## config.mk

```make
export PLATFORM = sky130hd
export DESIGN_NAME = clock_set_ctrl
export DESIGN_NICKNAME = d
export VERILOG_FILES = /design/src/rtl/clock_set_ctrl.sv
export SDC_FILE = /design/constraint.sdc
export NUM_CORES = 1
export LEC_CHECK = 0
export BUFFER_PORTS_ARGS = -buffer_cell sky130_fd_sc_hd__buf_2
export CAP_MARGIN = 20
export CELL_PAD_IN_SITES_DETAIL_PLACEMENT = 1
export CELL_PAD_IN_SITES_GLOBAL_PLACEMENT = 2
export CORE_UTILIZATION = 32
export CTS_CLUSTER_SIZE = 24
export DETAILED_ROUTE_END_ITERATION = 10
export HOLD_SLACK_MARGIN = 0.05
export PLACE_DENSITY = 0.85
export SYNTH_ARGS = -nofsm -noshare
export SYNTH_HDL_FRONTEND = slang
export SYNTH_SLANG_ARGS = --single-unit
```

## constraint.sdc

```tcl
create_clock -name clk -period 2.42 [get_ports clk]
set_input_delay 0.242 -clock clk [delete_from_list [all_inputs] [get_ports clk]]
set_output_delay 0.242 -clock clk [all_outputs]
set_load 0.02 [all_outputs]
```

## src/rtl/clock_set_ctrl.sv

```systemverilog
// rtl/clock_set_ctrl.sv - time-set controller: hour/minute edit sequencing, shadow time, commit load
module clock_set_ctrl #(
    parameter int TIMEOUT_S = 10
) (
    input  logic       clk,
    input  logic       rst,
    input  logic       tick_1hz,
    input  logic       btn_mode,
    input  logic       btn_inc,
    input  logic [3:0] cur_hour_tens,
    input  logic [3:0] cur_hour_units,
    input  logic [3:0] cur_min_tens,
    input  logic [3:0] cur_min_units,
    input  logic       cur_is_am,
    output logic       run_en,
    output logic       load,
    output logic [3:0] ld_hour_tens,
    output logic [3:0] ld_hour_units,
    output logic [3:0] ld_min_tens,
    output logic [3:0] ld_min_units,
    output logic       ld_is_am,
    output logic       blank_hour,
    output logic       blank_min,
    output logic       editing
);

    typedef enum logic [1:0] {
        RUN      = 2'd0,
        SET_HOUR = 2'd1,
        SET_MIN  = 2'd2,
        COMMIT   = 2'd3
    } state_t;

    state_t     state;
    state_t     nxt_state;
    logic [7:0] idle_cnt;
    logic [7:0] nxt_idle;
    logic       phase;
    logic       nxt_phase;
    logic       capture;
    logic       do_hour_inc;
    logic       do_min_inc;

    // The ld_* outputs double as the shadow registers, so they always show the edited copy.
    logic [3:0] hinc_tens;
    logic [3:0] hinc_units;
    logic       hinc_am_flip;
    logic [3:0] minc_tens;
    logic [3:0] minc_units;
    logic       cur_hour_ok;
    logic       cur_min_ok;

    // Shadow hour step 01..12 with AM/PM flip on 11->12, minute step 00..59 without carry.
    always_comb begin
        hinc_tens    = ld_hour_tens;
        hinc_units   = ld_hour_units + 4'd1;
        hinc_am_flip = 1'b0;
        if (ld_hour_tens == 4'd1 && ld_hour_units == 4'd2) begin
            hinc_tens  = 4'd0;
            hinc_units = 4'd1;
        end else if (ld_hour_tens == 4'd1 && ld_hour_units == 4'd1) begin
            hinc_am_flip = 1'b1;
        end else if (ld_hour_units == 4'd9) begin
            hinc_tens  = 4'd1;
            hinc_units = 4'd0;
        end

        minc_tens  = ld_min_tens;
        minc_units = ld_min_units + 4'd1;
        if (ld_min_units == 4'd9) begin
            minc_units = 4'd0;
            minc_tens  = (ld_min_tens == 4'd5) ? 4'd0 : ld_min_tens + 4'd1;
        end

        cur_hour_ok = (cur_hour_units <= 4'd9) &&
                      ((cur_hour_tens == 4'd0 && cur_hour_units != 4'd0) ||
                       (cur_hour_tens == 4'd1 && cur_hour_units <= 4'd2));
        cur_min_ok  = (cur_min_tens <= 4'd5) && (cur_min_units <= 4'd9);
    end

    // Next-state decode: mode beats inc, any button beats the idle timeout.
    always_comb begin
        nxt_state   = state;
        nxt_idle    = idle_cnt;
        nxt_phase   = phase;
        capture     = 1'b0;
        do_hour_inc = 1'b0;
        do_min_inc  = 1'b0;
        case (state)
            RUN: begin
                if (btn_mode) begin
                    nxt_state = SET_HOUR;
                    capture   = 1'b1;
                    nxt_idle  = 8'd0;
                    nxt_phase = 1'b0;
                end
            end
            SET_HOUR, SET_MIN: begin
                if (btn_mode) begin
                    nxt_state = (state == SET_HOUR) ? SET_MIN : COMMIT;
                    nxt_idle  = 8'd0;
                    if (tick_1hz) begin
                        nxt_phase = ~phase;
                    end
                end else if (btn_inc) begin
                    do_hour_inc = (state == SET_HOUR);
                    do_min_inc  = (state == SET_MIN);
                    nxt_idle    = 8'd0;
                    nxt_phase   = 1'b0;
                end else if (tick_1hz) begin
                    if (idle_cnt == 8'(TIMEOUT_S - 1)) begin
                        nxt_state = RUN;
                        nxt_idle  = 8'd0;
                        nxt_phase = 1'b0;
                    end else begin
                        nxt_idle  = idle_cnt + 8'd1;
                        nxt_phase = ~phase;
                    end
                end
            end
            COMMIT: begin
                nxt_state = RUN;
            end
            default: begin
                nxt_state = RUN;
            end
        endcase
    end

    // State, shadow time and all control outputs registered from the decoded next state.
    always_ff @(posedge clk) begin
        if (rst) begin
            state         <= RUN;
            idle_cnt      <= 8'd0;
            phase         <= 1'b0;
            ld_hour_tens  <= 4'd1;
            ld_hour_units <= 4'd2;
            ld_min_tens   <= 4'd0;
            ld_min_units  <= 4'd0;
            ld_is_am      <= 1'b1;
            run_en        <= 1'b1;
            load          <= 1'b0;
            editing       <= 1'b0;
            blank_hour    <= 1'b0;
            blank_min     <= 1'b0;
        end else begin
            state    <= nxt_state;
            idle_cnt <= nxt_idle;
            phase    <= nxt_phase;
            if (capture) begin
                if (cur_hour_ok) begin
                    ld_hour_tens  <= cur_hour_tens;
                    ld_hour_units <= cur_hour_units;
                    ld_is_am      <= cur_is_am;
                end else begin
                    ld_hour_tens  <= 4'd1;
                    ld_hour_units <= 4'd2;
                    ld_is_am      <= 1'b1;
                end
                ld_min_tens  <= cur_min_ok ? cur_min_tens  : 4'd0;
                ld_min_units <= cur_min_ok ? cur_min_units : 4'd0;
            end else if (do_hour_inc) begin
                ld_hour_tens  <= hinc_tens;
                ld_hour_units <= hinc_units;
                ld_is_am      <= ld_is_am ^ hinc_am_flip;
            end else if (do_min_inc) begin
                ld_min_tens  <= minc_tens;
                ld_min_units <= minc_units;
            end
            run_en     <= (nxt_state == RUN);
            load       <= (nxt_state == COMMIT);
            editing    <= (nxt_state == SET_HOUR) || (nxt_state == SET_MIN);
            blank_hour <= (nxt_state == SET_HOUR) && nxt_phase;
            blank_min  <= (nxt_state == SET_MIN) && nxt_phase;
        end
    end

endmodule
```

==> reports/results.txt <==
Die W: 79.7 um
Worst R2R End: ld_min_tens[2]
Max-slew headroom: 0.555
Vias in the first global route: 1,811
Top FF cell, synth: dfxtp_1
Post-CTS setup buffer count: 0
Crit path buf inv count: 2
PwrDens: 667 nW/um^2
Synthesized cell area: 1930 sq um
Simple-gate share of the synthesized area: 0.279
Drt pass-1 iters: 4
R2R setup slack: 0.32 ns
Crit path kind: reg -> reg
Synth async-reset ratio: 0
Min-delay src: cur_min_tens[0]
Syn avg cell area: 8.70 sq um
H-tree depth: 2
Average vias per placed instance: 5.40
Worst setup EP type: flop
Seq pwr share: 0.389
Core Box Area: 5680 sq um
# rows: 27
Critical path's top delay family: simple AND/OR/NAND/NOR gates
Slew of the pin with the lowest slew margin: 0.658 ns
Dpl hpwl: 3.93 mm
Netlist cell types: 59
Minimum clock period: 2.10 ns
Die area: 6350 sq um
Post-synthesis mux area share: 0.00583
Hold Crit Depth: 3
Crit path largest cell delay: 0.45 ns
VDD IR max: 0.000224 V
Ports: 44
Die height: 79.7 um
CTS Root Cell: clkbuf_8
Switching share of power: 0.295
Cell chain of the critical path: inv_1 > ha_1 > nand4b_2 > buf_4 > nor4_4 > nand4_1 > a311oi_1
Psw: 0.463 mW
Wirelength per Cell: 15.4 um
Initial antenna violation count: 0
GRT overflow: 0
Post-DRT Antenna Nets: 0
Buffer depth of the longest clock path: 2
Clock Latency Late Sink: 0.29 ns
Register clock-pin slew on the reported worst setup and hold paths: 0.07 ns
Xor and xnor area share after synthesis: 0.0408
Final setup vio count: 0
Gr usage total: 0.176
Cts repair resizes: 0
Post-Synth Adder-Cell Area: 0.0583
Area Overhead vs Synth: 22.0%
Fin nets: 298
Initial Utilization: 0.340
Total negative slack: 0 ns
Worst Clk Skew: 0.00620 ns
Port Buffers: 43
Largest family of logic cells by synthesized area: simple AND/OR/NAND/NOR gates
Syn Nets: 253
Slew Viols, Final: 0
Hold/Removal Path Class: in -> reg
Status: finished clean
WP data arrival: 2.29 ns
Total clock sinks: 33
First-pass GRT wire length: 8.64 mm
Yosys warnings: 0
Diode count: 0
Area after DPL: 2220 sq um
Hold Vio Cnt, Final: 0
CP max FO: 8
GPL Wtd Cong: 0.763
Critical path depth: 7
Worst Path Required: 2.61 ns
Synth Area in Compound Gates: 0.225
Largest net degree at the start of global routing: 19
Mapped Cells: 222
Worst r2r src: state[1]
Share of layout cells above drive strength 1: 0.261
Startpoint Class: flop
Post-synth EDFFs: 0
Seq cells post-synth: 33
DR DRC count: 0
Hold Buf Count CTS: 0
Endpoint, Worst Hold: ld_min_tens[0]
Post-route cell area: 2360 sq um
CP max stage cell: ha_1
Sequential area share after synthesis: 0.342
Internal power: 1.11 mW
R2R depth: 7
Fin Hold WS: 0.187 ns
Fmax: 0.477 GHz
Clk network pwr share: 0.400
Combinational share of power: 0.211
Pleak: 0.930 nW
DRT Wirelength: 5.24 mm
Max Cap Violations: 0
CTS tree: yes
Final period utilization: 0.866
Cts bufs inserted: 5
Vias: 1,836
RSZ-0062 raised after global routing: no
Post-layout util: 0.415
Drt initial violations: 69
-- per-layer routing --
metal	wire, um	up-vias	part of all wire	global-route usage
li1	-	910	-	-
met1	2510	893	0.48	0.220
met2	2520	27	0.48	0.297
met3	148	6	0.028	0.0377
met4	61	0	0.012	0.0564
met5	0	-	0	0
-- registers in the layout, indices dropped and copies added (netlist names) --
register	flops
ld_min_units	4
ld_hour_units	4
editing	1
ld_hour_tens	4
ld_min_tens	4
phase	1
blank_min	1
idle_cnt	8
state	2
load	1
run_en	1
ld_is_am	1
blank_hour	1
-- how the worst max path moves through the flow --
stage | start | slack (ns) | end
5_1_grt | state[0] | 0.16 | ld_hour_units[3]
3_3_place_gp | state[0] | 0.44 | ld_min_tens[1]
6_report | state[1] | 0.32 | ld_min_tens[2]
3_5_place_dp | state[1] | 0.33 | ld_min_tens[2]
2_1_floorplan | state[0] | 0.43 | ld_min_tens[1]
4_1_cts | state[1] | 0.30 | ld_min_tens[2]
-- synthesized netlist by cell type, drive strengths merged (4+ instances only) --
library cell	n	share of area
xor2	4	0.018
and2	6	0.019
nand2	7	0.014
o21ai	11	0.030
xnor2	5	0.023
dfxtp	33	0.34
nor4	8	0.041
inv	17	0.033
nor2	16	0.031
or3	5	0.016
a21oi	13	0.034
ha	9	0.058
a211oi	4	0.021
a31oi	5	0.016
clkbuf	4	0.0078
nand2b	8	0.026
nand3	8	0.021
-- power by group through the flow --
stage | Sequential, mW | Combinational, mW | Clock (mW)
floorplan | 0.638 | 0.209 | 0
global placement | 0.621 | 0.330 | 0
detailed placement | 0.624 | 0.333 | 0
CTS | 0.612 | 0.335 | 0.643
global route | 0.617 | 0.367 | 0.671
finish | 0.612 | 0.332 | 0.628
-- cell families (layout without fill, tap and decap cells) --
logic type,count (synthesis),in the layout
adders and majority gates,9,9
DFF,33,33
xor gates and xnor gates,9,9
muxes,1,1
buffers and inverters,24,70
AOI/OAI and AO/OA,61,61
and+or+nand+nor,85,85
-- worst register-to-register path, stage by stage, from the launching register on --
cell and delay (ns):
dfxtp_1 0.40, inv_1 0.09, ha_1 0.45, nand4b_2 0.15
buf_4 0.19, nor4_4 0.29, nand4_1 0.15, a311oi_1 0.28
-- stage by stage --
stage	setup slack [ns]	std cells	total power, mW
floorplan	0.427	222	0.847
global placement	0.440	332	0.952
detailed placement	0.327	332	0.957
CTS	0.301	340	1.59
global route	0.160	340	1.65
finish	0.324	340	1.57
-- area by class of cell --
class | instances | area [sq um]
inverter | 17 | 63.8
tap | 72 | 90.1
multi-input combinational | 165 | 1180
sequential | 33 | 661
fill | 706 | 3320
timing repair buffer | 45 | 230
clock buffer | 5 | 68.8
clock inverter | 3 | 65.1
-- cells in the final DEF (no fill, tap or decap), types with 3 or more instances in the layout --
master,synthesis,routed
buf_2,3,43
dfxtp_1,33,33
inv_1,16,16
nor2_1,16,16
a21oi_1,13,13
o21ai_0,10,10
ha_1,9,9
nand2b_1,8,8
nand3_1,8,8
nand2_1,7,7
nor4_1,6,6
and2_1,5,5
or3_1,5,5
a31oi_1,5,5
xnor2_1,5,5
clkbuf_8,0,5
xor2_1,4,4
or2_2,3,3
or4_1,3,3
a311oi_1,3,3
o22ai_1,3,3
nor4b_1,3,3
o31ai_1,3,3
Note: power is estimated with default switching activity, not from simulation.
